`config.mk`:
```
export PLATFORM = sky130hd
export DESIGN_NAME = m_dmux8way16_buf
export DESIGN_NICKNAME = d
export VERILOG_FILES = /design/src/rtl/m_dmux8way16_buf.sv
export SDC_FILE = /design/constraint.sdc
export NUM_CORES = 1
export LEC_CHECK = 0
export ABC_AREA = 1
export CORE_ASPECT_RATIO = 1.5
export CORE_MARGIN = 5
export CORE_UTILIZATION = 28
export DETAILED_ROUTE_END_ITERATION = 8
export PLACE_DENSITY = 0.58
export SLEW_MARGIN = 10
export SYNTH_ARGS = -nofsm -noshare
export SYNTH_HDL_FRONTEND = slang
export SYNTH_SLANG_ARGS = --single-unit
```
`constraint.sdc`:
```
create_clock -name i_clk -period 2.7 [get_ports i_clk]
set_input_delay 0.54 -clock i_clk [delete_from_list [all_inputs] [get_ports i_clk]]
set_output_delay 0.54 -clock i_clk [all_outputs]
set_load 0.03 [all_outputs]
```
`src/rtl/m_dmux8way16_buf.sv`:
```
`default_nettype none
// ============================================================================
// Module   : m_dmux8way16_buf
// Purpose  : Registered 1-to-8 demultiplexer for 16-bit words. One upstream
//            producer writes a word into a one-entry holding register for
//            the channel named by i_sel. Each of the eight consumers drains
//            its own channel independently under a valid/ready handshake.
//
// Ports    : i_clk            system clock, rising edge
//            i_rst_n          synchronous active-low reset
//            i_in[15:0]       upstream data word
//            i_sel[2:0]       destination channel (0 -> o_a ... 7 -> o_h)
//            i_valid          upstream word/select valid
//            o_ready          upstream word accepted this cycle when valid
//            o_a..o_h[15:0]   channel data (register outputs)
//            o_valid[7:0]     per-channel valid, bit k = channel k
//            i_ready[7:0]     per-channel consumer ready, bit k = channel k
//
// Config   : DMUX8WAY16_ZERO_IDLE_EN - when defined, each channel data output
//            reads 16'h0000 while its o_valid bit is low. When undefined the
//            data register is shown directly and keeps the last accepted word.
//
// Revision : 1.0 - initial release
// ============================================================================

module m_dmux8way16_buf (
    input  logic        i_clk,
    input  logic        i_rst_n,
    input  logic [15:0] i_in,
    input  logic [2:0]  i_sel,
    input  logic        i_valid,
    output logic        o_ready,
    output logic [15:0] o_a,
    output logic [15:0] o_b,
    output logic [15:0] o_c,
    output logic [15:0] o_d,
    output logic [15:0] o_e,
    output logic [15:0] o_f,
    output logic [15:0] o_g,
    output logic [15:0] o_h,
    output logic [7:0]  o_valid,
    input  logic [7:0]  i_ready
);

    localparam int c_WIDTH = 16;
    localparam int c_CHANS = 8;

    logic [c_CHANS-1:0] r_full;
    logic [c_WIDTH-1:0] r_data [c_CHANS];
    logic [c_WIDTH-1:0] w_dout [c_CHANS];
    logic               w_accept;

    // A full channel whose consumer is ready this cycle frees its slot at the
    // same edge, so the producer may overwrite it without a bubble. Reset
    // forces ready high so the upstream never sees a stall while the holding
    // registers are being cleared.
    assign o_ready  = !i_rst_n || !r_full[i_sel] || i_ready[i_sel];
    assign w_accept = i_valid && o_ready;

    generate
        for (genvar k = 0; k < c_CHANS; k++) begin : g_chan
            always_ff @(posedge i_clk) begin
                if (!i_rst_n) begin
                    r_full[k] <= 1'b0;
                    r_data[k] <= '0;
                end else if (w_accept && (i_sel == 3'(k))) begin
                    // Accept wins over a simultaneous drain: new word, still full.
                    r_full[k] <= 1'b1;
                    r_data[k] <= i_in;
                end else if (r_full[k] && i_ready[k]) begin
                    r_full[k] <= 1'b0;
                end
            end

`ifdef DMUX8WAY16_ZERO_IDLE_EN
            assign w_dout[k] = r_full[k] ? r_data[k] : '0;
`else
            assign w_dout[k] = r_data[k];
`endif
        end
    endgenerate

    assign o_valid = r_full;
    assign o_a     = w_dout[0];
    assign o_b     = w_dout[1];
    assign o_c     = w_dout[2];
    assign o_d     = w_dout[3];
    assign o_e     = w_dout[4];
    assign o_f     = w_dout[5];
    assign o_g     = w_dout[6];
    assign o_h     = w_dout[7];

endmodule

`default_nettype wire

```
# After elaboration in Yosys (flattened, before gate mapping)
# Memory sizes are Yosys's and may differ from the RTL's.
# Cells that the tools add are included.
# classes
n_addsub	0
n_mul	0
div_mod_pow	0
order_cmp	1
eq_ne	7
n_shift	0
n_mux	53
bitwise	8
n_reduce_logical	30
# op_table
cell	count
16-bit 2-to-1 mux	8
1-bit 2-to-1 mux	43
1-bit logical AND	17
2-bit nonzero test	8
3-bit equality test, second input constant	4
1-bit bitwise OR	8
1-bit binary-select mux with 3-bit select	2
3-bit by 2-bit equality test with 1-bit output, second input constant	2
3-bit by 4-bit less-than comparator with 1-bit output, second input constant	1
3-bit by 1-bit equality test with 1-bit output, second input constant	1
3-bit zero test	1
1-bit zero test	2
1-bit logical OR	2
# totals
register_bits	8
latchBits	0
ram_bits	128
romBits	0
inputBits	30
word_cells	108
mem_count	1
# memory_table
name	depth	width	read_ports	rd_ports_with_merged_regs	write_ports	line_no	rtl
r_data	8	16	8	0	8	49	logic [c_WIDTH-1:0] r_data [c_CHANS];

# Longest topological paths before layout
# depth
depth_word	11
depth_mapped	12
depth_no_buf	10

# Worst setup path before layout
# No wires, ideal clock.
# synth_path
kind	input -> register
startpoint	input i_sel[1]
endpoint	memory r_data[3][0], in the netlist r_data[0][48] (enable)
setup_time_ns	0.372
arrival_time_ns	1.770
t_required_ns	2.328
path_slack_ns	0.558
path_stages	9
path_buffers	2
path_cell_list	buf_4 -> nor2_1 -> nand2_1 -> nand4_1 -> nand2_2 -> nand3_4 -> buf_6 -> nand3_1 -> nand2_1
# synth_lines
item	line_no	rtl
start, declared	30	input logic [2:0] i_sel,
end, declared	49	

# Final worst setup path
# layout_path
startpoint	input i_sel[0]
endpoint	output o_ready
# layout_between
elab_chain_cells	5
elab_cells_between_ends	7
cone_classes	mux: 4; reduce/logical: 3
# layout_lines
item	line_no	rtl
1-bit binary-select mux with 3-bit select	57	assign o_ready = !i_rst_n || !r_full[i_sel] || i_ready[i_sel];
1-bit 2-to-1 mux (implied by the code)	57	
1-bit zero test	57	
1-bit logical OR	57	
1-bit logical OR (*)	57	
end, declared	32	output logic o_ready,
# Mark *: on every way between the ends. The rest lies on a longest branch, timed or not. The select of a mux whose other input is x is not followed.

==> impl_metrics.env <==
export IMPL_initial_utilization=0.282
export IMPL_ioPinCount=167
export IMPL_fin_setup_tns_ns=0
export IMPL_grt_overflow=0
export IMPL_cap_violations=0
export IMPL_synthTopCellsByCount="129 x nor2_1, 128 x edfxtp_1, 48 x nand2_1"
export IMPL_cts_tree="built"
export IMPL_grt_pass1_vias=3752
export IMPL_drtPass1Iterations=5
export IMPL_async_flop_share=0
export IMPL_cellLeakagePower_nw=3.05
export IMPL_yosys_area_top_type="edfxtp_1"
export IMPL_max_freq_mhz=411
export IMPL_reg2reg_slack_ns=0.89
export IMPL_drive_above_1_share=0.125
export IMPL_wl_per_cell_um=17.7
export IMPL_die_h_um=177
export IMPL_ys_flop_type="edfxtp_1"
export IMPL_hold_viol_final=0
export IMPL_htree_num_levels=4
export IMPL_syn_inst=393
export IMPL_ys_seq_area_frac=0.771
export IMPL_setup_viol=0
export IMPL_cp_required_ns=2.16
export IMPL_coreArea_um2=18400
export IMPL_drt_initial_drc_count=237
export IMPL_cts_sinks=136
export IMPL_synth_avg_cell_area_um2=13.2
export IMPL_ir_drop_mv=0.429
export IMPL_cp_arrival_ns=1.90
export IMPL_synth_most_common_cell="nor2_1"
export IMPL_synth_nets=423
export IMPL_intPower_mw=4.11
export IMPL_fin_nets=608
export IMPL_cts_made_buffers=17
export IMPL_swShare=0.262
export IMPL_place_congestion=0.884
export IMPL_synthToLayoutAreaGrowth_pct=51.7
export IMPL_synth_top_cell_area_share=0.740
export IMPL_period_share=0.902
export IMPL_drc_errors=0
export IMPL_grt_total_usage=0.139
export IMPL_routed_via_count=3564
export IMPL_fill_cells=1739
export IMPL_holdWs_ns=0.490
export IMPL_worst_path_max_fanout=10
export IMPL_ys_ff_latch=136
export IMPL_status="finished clean"
export IMPL_rsz0062_at_grt="no"
export IMPL_dieArea_um2=21400
export IMPL_cts_buffer_depth=2
export IMPL_viasPerCell=4.23
export IMPL_clockRootBuffer="clkbuf_16"
export IMPL_rows=61
export IMPL_ant_nets=0
export IMPL_routed_wl_mm=14.9
export IMPL_antenna_cells=0
export IMPL_crit_path_start_kind="input port"
export IMPL_skew_ns=0.0100
export IMPL_cts_clk_slew_worst_paths_ns=0.06
export IMPL_grt_pass1_wl_mm=22.1
export IMPL_crit_type="input port to output pin"
export IMPL_chipWidth_um=121
export IMPL_slew_viol_final=0
export IMPL_slew_headroom=0.643
export IMPL_powerDensity_nw_per_um2=707
export IMPL_p_seq_frac=0.447
export IMPL_hp_class="flip-flop to flip-flop"
export IMPL_antenna_found_initial=0
export IMPL_grt_start_max_net_pins=25
export IMPL_tightest_slew_ns=0.534
export IMPL_crit_path_end_kind="output pin"
export IMPL_synth_cell_area_um2=5190
export IMPL_worstSkewPairLatency_ns=0.41
export IMPL_p_comb_frac=0.142
export IMPL_yosys_warnings=0
export IMPL_pwr_share_clk=0.411
export IMPL_switchingPower_mw=1.46
export IMPL_synth_distinct_cells=19
export IMPL_dp_hpwl_mm=10.9
export IMPL_final_util=0.428
export IMPL_synth_edf_count=128
export IMPL_holdBufCountCts=0
export IMPL_synth_area_top_cells="edfxtp_1 74%, nor2_1 9.3%, nand2_1 3.5%"
export IMPL_period_needed_ns=2.44
export IMPL_port_buffers=166
## registers in the layout (all words and copies together), names as in the netlist
| register | cells |
|---|---|
| r_data | 128 |
| o_valid | 8 |
## critical path, stage by stage
cell             delay (ns)
clkdlybuf4s50_1        0.49
buf_4                  0.18
nand2_1                0.07
nand2_1                0.07
nand2_1                0.05
nand2_1                0.07
nand2_1                0.06
nand2_2                0.07
nand3_4                0.10
buf_4                  0.19
## power groups by stage
stage	registers [mW]	clock network [mW]	logic, mW
finish	2.49	2.29	0.789
detailed placement	2.54	0	0.799
CTS	2.49	2.32	0.800
floorplan	2.80	0	0.119
global route	2.50	2.41	0.825
global placement	2.53	0	0.794
## per-layer routing
| metal | routed length (um) | global-route usage | up-vias |
|---|---|---|---|
| li1 | - | - | 1698 |
| met1 | 5510 | 0.150 | 1706 |
| met2 | 8070 | 0.261 | 144 |
| met3 | 1090 | 0.0387 | 16 |
| met4 | 196 | 0.0444 | 0 |
| met5 | 0 | 0 | - |
## path summary, 6_finish.rpt
| check | start | to | cells past startpoint |
|---|---|---|---|
| setup reg to reg | o_valid[2]$_SDFFE_PN0P_ | r_data[1][62]$_SDFFCE_PN0P_ | 10 |
| hold / removal | o_valid[4]$_SDFFE_PN0P_ | o_valid[4]$_SDFFE_PN0P_ | 2 |
| hold reg to reg | o_valid[4]$_SDFFE_PN0P_ | o_valid[4]$_SDFFE_PN0P_ | 2 |
| setup / recovery | i_sel[0] | o_ready | 10 |
## logic make-up after synthesis
family,count (synthesis),share of synthesized area
AND/OR/NAND/NOR,217,0.189
flip-flops,136,0.771
buffers and inverters,39,0.0362
AO/OA/AOI/OAI,1,0.00313
## timing repair
item                       CTS  global route
setup endpoints to repair    0             1
buffers inserted             0             4
resized for setup            0             1
## cell usage in the layout, fill, tap and decap left out
cell type / instances
a21oi_4: 1
buf_12: 9
buf_4: 8
bufinv_16: 2
clkbuf_16: 17
clkdlybuf4s50_1: 165
clkinv_2: 4
clkinv_4: 4
dfxtp_1: 8
edfxtp_1: 128
inv_1: 20
inv_2: 3
inv_6: 4
nand2_1: 48
nand2_2: 3
nand3_1: 9
nand3_4: 1
nand3b_1: 8
nand4_1: 1
nand4_2: 7
nand4_4: 1
nor2_1: 129
nor2_2: 10
## final cells by class
class	count	area [um2]	area share
tap	252	315	0.0401
clock buffer	17	425	0.0540
inverter	23	86.3	0.0110
timing repair buffer	182	1890	0.240
multi-input combinational	218	1000	0.127
clock inverter	14	150	0.0191
sequential	136	4000	0.509
## per-stage QoR
stage                     cell area (um2)  std cells  setup slack [ns]  total power, mW
after global routing                 7870        842             0.165             5.74
after floorplan                      5190        393             0.558             2.92
after detailed placement             7270        807          -0.00147             3.34
final                                7870        842             0.264             5.57
after CTS                            7840        838            0.0903             5.61
after global placement               7270        807            0.0802             3.33
Note: power is estimated with default switching activity, not from simulation.
